File: config.mk
export PLATFORM = sky130hd
export DESIGN_NAME = matrix_mult_stream
export DESIGN_NICKNAME = d
export VERILOG_FILES = /design/src/rtl/matrix_mult_stream.sv
export SDC_FILE = /design/constraint.sdc
export NUM_CORES = 2
export LEC_CHECK = 0
export ABC_AREA = 1
export BUFFER_PORTS_ARGS = -buffer_cell sky130_fd_sc_hd__buf_2
export CELL_PAD_IN_SITES_DETAIL_PLACEMENT = 1
export CELL_PAD_IN_SITES_GLOBAL_PLACEMENT = 1
export CORE_MARGIN = 4
export CORE_UTILIZATION = 45
export CTS_BUF_LIST = sky130_fd_sc_hd__clkbuf_16
export DETAILED_ROUTE_END_ITERATION = 10
export PLACE_DENSITY_LB_ADDON = 0.3
export SYNTH_ARGS = -nofsm -noshare
export SYNTH_HDL_FRONTEND = slang
export SYNTH_SLANG_ARGS = --single-unit
File: constraint.sdc
create_clock -name clk -period 7.8 [get_ports clk]
set_input_delay 1.56 -clock clk [delete_from_list [all_inputs] [get_ports clk]]
set_output_delay 1.56 -clock clk [all_outputs]
set_load 0.01 [all_outputs]
File: src/rtl/matrix_mult_stream.sv
// Streaming N x N matrix multiplier: loads A then B, computes C = A*B one
// element per cycle with N parallel multipliers, then drains C by beats.
//
// Ports:
//   clk, reset              clock, synchronous active-high reset
//   rdata/rvalid/rready     input beats, LANES elements of WIDTH bits
//   Res/out_valid/out_ready output beats, LANES elements of ACC_W bits
//   busy                    high while computing or draining
//   done                    one-cycle pulse after the last output beat
//
// Build option: define MATMUL_SIGNED_EN for two's-complement operands;
// without it operands and results are unsigned.
module matrix_mult_stream #(
   parameter int WIDTH = 8,
   parameter int N     = 4,
   parameter int LANES = 4,
   parameter int ACC_W = 2*WIDTH+$clog2(N)
) (
   input  logic                   clk,
   input  logic                   reset,
   input  logic [LANES*WIDTH-1:0] rdata,
   input  logic                   rvalid,
   output logic                   rready,
   output logic [LANES*ACC_W-1:0] Res,
   output logic                   out_valid,
   input  logic                   out_ready,
   output logic                   busy,
   output logic                   done
);

   localparam int NN    = N*N;
   localparam int BEATS = NN/LANES;
   localparam int CW    = (BEATS > 1) ? $clog2(BEATS) : 1;
   localparam int IW    = $clog2(N);
   localparam int XW    = $clog2(NN);
   localparam int BW    = LANES*WIDTH;
   localparam int OW    = LANES*ACC_W;

   localparam logic [1:0] S_LOAD  = 2'd0;
   localparam logic [1:0] S_COMP  = 2'd1;
   localparam logic [1:0] S_DRAIN = 2'd2;

   localparam logic [CW-1:0] LAST_BEAT = CW'(BEATS-1);
   localparam logic [IW-1:0] LAST_COL  = IW'(N-1);
   localparam logic [XW-1:0] LAST_IDX  = XW'(NN-1);

   logic [1:0]         state;
   logic [CW-1:0]      ld_cnt;
   logic               ld_b;
   logic [CW-1:0]      dr_cnt;
   logic [IW-1:0]      ci;
   logic [IW-1:0]      cj;
   logic [XW-1:0]      cidx;
   logic               done_q;
   logic [NN*WIDTH-1:0] a_flat;
   logic [NN*WIDTH-1:0] b_flat;
   logic [NN*ACC_W-1:0] c_flat;
   logic [ACC_W-1:0]   dot;

`ifdef MATMUL_SIGNED_EN
   logic signed [WIDTH-1:0]   a_e;
   logic signed [WIDTH-1:0]   b_e;
   logic signed [2*WIDTH-1:0] prod;
`else
   logic [WIDTH-1:0]          a_e;
   logic [WIDTH-1:0]          b_e;
   logic [2*WIDTH-1:0]        prod;
`endif

   assign rready    = (state == S_LOAD);
   assign out_valid = (state == S_DRAIN);
   assign busy      = (state == S_COMP) || (state == S_DRAIN);
   assign done      = done_q;
   assign Res       = out_valid ? c_flat[dr_cnt*OW +: OW] : '0;

   // Row ci of A dotted with column cj of B; the size cast
   // extends each product according to its signedness.
   always_comb begin
      dot  = '0;
      a_e  = '0;
      b_e  = '0;
      prod = '0;
      for (int k = 0; k < N; k++) begin
         a_e  = a_flat[(int'(ci)*N + k)*WIDTH +: WIDTH];
         b_e  = b_flat[(k*N + int'(cj))*WIDTH +: WIDTH];
         prod = a_e * b_e;
         dot  = dot + ACC_W'(prod);
      end
   end

   always_ff @(posedge clk) begin
      if (reset) begin
         state  <= S_LOAD;
         ld_cnt <= '0;
         ld_b   <= 1'b0;
         dr_cnt <= '0;
         ci     <= '0;
         cj     <= '0;
         cidx   <= '0;
         done_q <= 1'b0;
      end else begin
         done_q <= 1'b0;
         unique case (1'b1)
            state == S_LOAD: begin
               if (rvalid) begin
                  if (ld_cnt == LAST_BEAT) begin
                     ld_cnt <= '0;
                     ld_b   <= ~ld_b;
                     if (ld_b) state <= S_COMP;
                  end else begin
                     ld_cnt <= ld_cnt + 1'b1;
                  end
               end
            end
            state == S_COMP: begin
               cidx <= cidx + 1'b1;
               if (cj == LAST_COL) begin
                  cj <= '0;
                  ci <= ci + 1'b1;
               end else begin
                  cj <= cj + 1'b1;
               end
               if (cidx == LAST_IDX) begin
                  state <= S_DRAIN;
                  ci    <= '0;
                  cj    <= '0;
                  cidx  <= '0;
               end
            end
            state == S_DRAIN: begin
               if (out_ready) begin
                  if (dr_cnt == LAST_BEAT) begin
                     dr_cnt <= '0;
                     done_q <= 1'b1;
                     state  <= S_LOAD;
                  end else begin
                     dr_cnt <= dr_cnt + 1'b1;
                  end
               end
            end
            default: state <= S_LOAD;
         endcase
      end
   end

   // Operand and result storage carry no reset; a new load overwrites them.
   always_ff @(posedge clk) begin
      if (state == S_LOAD && rvalid) begin
         if (!ld_b) a_flat[ld_cnt*BW +: BW] <= rdata;
         else       b_flat[ld_cnt*BW +: BW] <= rdata;
      end
      if (state == S_COMP)
         c_flat[cidx*ACC_W +: ACC_W] <= dot;
   end

endmodule

* Yosys cells after proc, flatten, opt, wreduce, memory -nomap -nowiden
Index checks and enable logic that the tools add are counted. Widths: inputs -> output; s select.
Word-level totals: register bits 560, input bits 36, word-level logic and storage cells 92
Operators by class: $add $sub $neg 16, $mul 6, eq/ne operators 12, shifts and indexed selects 13, multiplexer cells 19, bitwise operators 3, reduce and logical (&&, ||, !) cells 12
Operator list (number):
- $shiftx 128x9->8 | 5
- $bwmux 288 | 1
- $shift 18x34->288 const A | 1
- $shiftx 18x34->288 | 1
- $shiftx 288x10->72 | 1
- $bwmux 128 | 2
- $shiftx 128x8->8 | 2
- $shift 32x34->128 const A | 1
- $shiftx 128x6->8 | 1
- $shiftx 32x34->128 | 1
- $mux 72 | 1
- $mul 8x8->16 | 4
- $neg 7->34 | 1
- $neg 9->34 | 1
- $mux 2 | 12
- $add 17x16->18 | 1
- $add 18x16->18 | 1
- $add 16x16->17 | 1
- $add 4x2->5 const A | 2
- $add 4x2->5 const B | 2
- $reduce_and 2->1 | 5
- $add 2x1->2 const B | 4
- $eq 2x2->1 const B | 4
- $mul 4x4->8 const B | 1
- other kinds (19) | 25

* Depth between registers and ports, before layout
word-level depth 8, gate-level depth with buffers 41

* Least setup slack after synthesis
Ideal clock, no wire load.
kind register to register, start reg ci[0], end reg c_flat[228], data pin, setup time 0.266 ns, arrival time 7.121 ns, data required time 7.534 ns, setup slack 0.413 ns, stages on the path, launching flop included 32, path buffers 2, period minus slack after synthesis 7.387 ns, cell sequence dfxtp_1 > inv_1 > clkbuf_1 > clkbuf_1 > nand2_1 > a32oi_1 > inv_1 > nor2_1 > fa_1 > fa_1 > inv_1 > fa_1 > inv_1 > fa_1 > fa_1 > fa_1 > fa_1 > fa_1 > ha_1 > or2_0 > nand3_1 > nand2_1 > nand2_1 > nand3_1 > and2_1 > nand3_1 > nand3_1 > and2_1 > nand2_1 > nand2_1 > nand2_1 > nor2_1
Between the ends: word-level cells in the longest chain between the ends 8, elaborated cells on any way between the ends 16, classes of those cells add/sub (6); mul (4); shift (5); mux (1)
Ends and longest elaborated chain:
- start: declaration | line 51 | logic [IW-1:0] ci;
- start signal: assignment | line 119 | ci <= ci + 1'b1;
- $add 4x1->5 | line 84 | a_e = a_flat[(int'(ci)*N + k)*WIDTH +: WIDTH];
- $shiftx 128x9->8 | line 84
- $mul 8x8->16 | line 86 | prod = a_e * b_e;
- $add 16x16->17 | line 87 | dot = dot + ACC_W'(prod);
- $add 17x16->18 | line 87
- $add 18x16->18 * | line 87
- $shiftx 18x34->288 * | line 153 | c_flat[cidx*ACC_W +: ACC_W] <= dot;
- $bwmux 288 * | line 153
- end signal: indexed assignment | line 153
- end: declaration | line 57 | logic [NN*ACC_W-1:0] c_flat;
Every way passes the cells marked *; elsewhere a longest branch is shown, timed or not. A chain may end at the register's enable or synchronous reset.

* Final worst setup path
start reg cj[0], end reg c_flat[239], data pin
Between the ends: word-level cells in the longest chain between the ends 8, elaborated cells on any way between the ends 16, classes of those cells add/sub (6); mul (4); shift (5); mux (1)
Ends and longest elaborated chain:
- start: declaration | line 52 | logic [IW-1:0] cj;
- start signal: assignment | line 121 | cj <= cj + 1'b1;
- $add 3x2->4 | line 85 | b_e = b_flat[(k*N + int'(cj))*WIDTH +: WIDTH];
- $shiftx 128x8->8 | line 85
- $mul 8x8->16 | line 86
- $add 16x16->17 | line 87
- $add 17x16->18 | line 87
- $add 18x16->18 * | line 87
- $shiftx 18x34->288 * | line 153
- $bwmux 288 * | line 153
Marks and branches as above.

==> reports/metrics.yaml <==
setup_path:
  r2r_setup_slack_ps: -270
  endpoint_kind: "flop"
  cp_slowest_stage_delay_ps: 590
  crit_required_ps: 8270
  path_max_fanout: 8
  r2r_start: "cj[0]$_SDFFE_PP0P_"
  r2r-end: "c_flat[239]$_DFFE_PP_"
  path_class: "flop to flop"
  crit_arrival_ps: 8540
  slowest_stage: "fa_1"
  cpMostUsedCell: "fa_1"
  start_kind: "flop"
  r2r_cells: 33
cts:
  cts-root-buf: "clkbuf_16"
  tritoncts: "yes"
  cts.path.max_buffers: 3
  clock_latency_ps: 650
  cts.sink_count: 560
  cts_hold_buffers: 0
  clkTransAtPathRegs_ps: 70
  cts_buffers: 56
  cts_max_level: 2
timing:
  rsz0062_at_grt: "yes"
  fin_ws_ps: -266
  post-route-period-util: 1.03
  fin_crit_ps: 8070
  final_hold_viol_count: 0
  max_slew_margin: 0.131
  fmax_mhz: 124
  tns_ps: -36000
  setup_viol: 272
  fin_skew_ps: 29.9
  worst_slew_pin_slew_ps: 1300
  slew_violations: 0
final_layout:
  regArea_mm2: 0.0167
  utilization: 0.549
  fillers: 9537
  final_nets: 5017
  drive_above_1_share: 0.214
  area_delta_synth_final_pct: 20.6
  multiInputGateArea_mm2: 0.0191
floorplanning:
  initial_core_util: 0.455
  io_pins: 112
  die_w_um: 296
  die_y_um: 296
  dieArea_mm2: 0.0878
  rows: 105
  core_mm2: 0.0822
yosys:
  yosysUniqueCellTypes: 59
  yosysSeqAreaShare: 0.445
  yosysMostFrequentCell: "nor2_1"
  synth_edf_count: 544
  synth_top_area_frac: 0.437
  syn_area_mm2: 0.0374
  synth_fp_nets: 4658
  synth_area_leader_cell: "edfxtp_1"
  synth_cells: 4254
  ys_top_cells_by_count: "nor2_1, nand2_1, edfxtp_1, inv_1, fa_1"
  syn_area_per_cell_um2: 8.80
  synthTopCellsByArea: "edfxtp_1, fa_1, nor2_1"
  yosys_warnings: 0
  synthFlopType: "edfxtp_1"
  ys_seq_elements: 560
  synth-async-reset-ratio: 0
drt:
  routedWlPerCell_um: 26.9
  route.vias.total: 33706
  wl_mm: 154
  first_pass_iters: 5
  first_iter_violations: 3353
  via_per_inst: 5.88
  post-route-drc-count: 0
  ant_nets: 0
flow_run:
  cap_violations: 0
global_routing:
  grt_pass1_wl_mm: 224
  grt_max_degree: 85
  overflow: 0
  grt_usage: 0.345
  grt_pass1_vias: 35615
  antenna_found_initial: 9
outcome:
  failed_checks: "setup timing"
  status: "complete, but fails checks"
hold_path:
  holdCritStartpoint: "state[0]$_SDFFE_PP0P_"
  min_to: "state[0]$_SDFFE_PP0P_"
  hp-class: "flop to flop"
  hold_depth: 2
placed_design:
  io_buffers: 111
  dp_slack_ps: -538
  place_hpwl_mm: 111
  place_congestion: 1.00
[worst max-delay path, delay by kind of cell, from the launching register on]
family                     cells  cell delay, ps
adders and majority gates      9            4450
and+or+nand+nor               14            1620
buffers and inverters          8             940
DFF                            1             440
AOI/OAI and AO/OA              1             250
xor gates and xnor gates       1             170
[worst max-delay path by stage]
stage | startpoint | to | slack, ps | cells after the start
6_report | cj[0]$_SDFFE_PP0P_ | c_flat[239]$_DFFE_PP_ | -270 | 33
5_1_grt | cj[0]$_SDFFE_PP0P_ | c_flat[259]$_DFFE_PP_ | -460 | 36
4_1_cts | ci[0]$_SDFFE_PP0P_ | c_flat[260]$_DFFE_PP_ | -70 | 38
3_5_place_dp | ci[0]$_SDFFE_PP0P_ | c_flat[77]$_DFFE_PP_ | -540 | 37
3_3_place_gp | ci[0]$_SDFFE_PP0P_ | c_flat[205]$_DFFE_PP_ | -290 | 35
2_1_floorplan | ci[0]$_SDFFE_PP0P_ | c_flat[228]$_DFFE_PP_ | 410 | 31
[timing repair]
item | in CTS | in global routing
setup endpoints to repair | 283 | 286
resized for setup | 205 | 178
pin swaps | 59 | 67
buffers inserted | 21 | 19
cloned | 3 | 3
endpoints found under the hold margin | 0 | 0
[through the flow]
step	hold WS (ps)	instance area, um2	cells
2_1_floorplan	473	37400	4254
3_3_place_gp	496	41500	5580
3_5_place_dp	537	41500	5580
4_1_cts	548	44300	5709
5_1_grt	572	45100	5730
6_report	546	45100	5734
[layout by cell type, fill, tap and decap left out, drive strengths merged, types with 6 or more instances in the layout]
cell,count
fa,224
nand2,690
a21oi,212
nor2,1006
buf,522
clkbuf,59
a32oi,64
clkinvlp,7
inv,551
nand3,217
nor3,27
edfxtp,544
xor2,6
o22ai,14
clkinv,39
nand4,45
ha,144
o21ai,217
a22oi,6
a211oi,11
dfxtp,16
[metal layers]
layer / vias to the layer above / GRT usage / share of wire
met1: 16907 / 0.414 / 0.36
met5: - / 0 / 0.000084
met3: 487 / 0.0586 / 0.079
met4: 2 / 0.249 / 0.085
met2: 1692 / 0.565 / 0.47
li1: 14618 / - / -
[sequential cells by signal (all words and copies together) (netlist names), 4 cells and up]
| signal | count |
|---|---|
| a_flat | 128 |
| b_flat | 128 |
| c_flat | 288 |
| cidx | 4 |
[layout make-up]
| class | count | area share |
|---|---|---|
| inverter | 552 | 0.0473 |
| timing repair buffer | 525 | 0.0903 |
| multi-input combinational | 2918 | 0.424 |
| sequential | 560 | 0.369 |
| clock inverter | 49 | 0.00768 |
| antenna | 4 | 0.000222 |
| clock buffer | 56 | 0.0311 |
| tap | 1070 | 0.0297 |
[cells by family (layout without fill, tap and decap cells)]
group | after synthesis | count (layout) | share of synthesized area
other cells | 0 | 4 | 0
xor+xnor | 10 | 10 | 0.00254
buf+inv | 776 | 1182 | 0.0811
flops | 560 | 560 | 0.445
compound gates | 541 | 541 | 0.0841
simple gates | 1999 | 1999 | 0.219
fa+ha+maj | 368 | 368 | 0.168
Power is left out: the tool's default activity adds up to more than one toggle a clock period on the data nets, which glitch-free logic cannot reach.
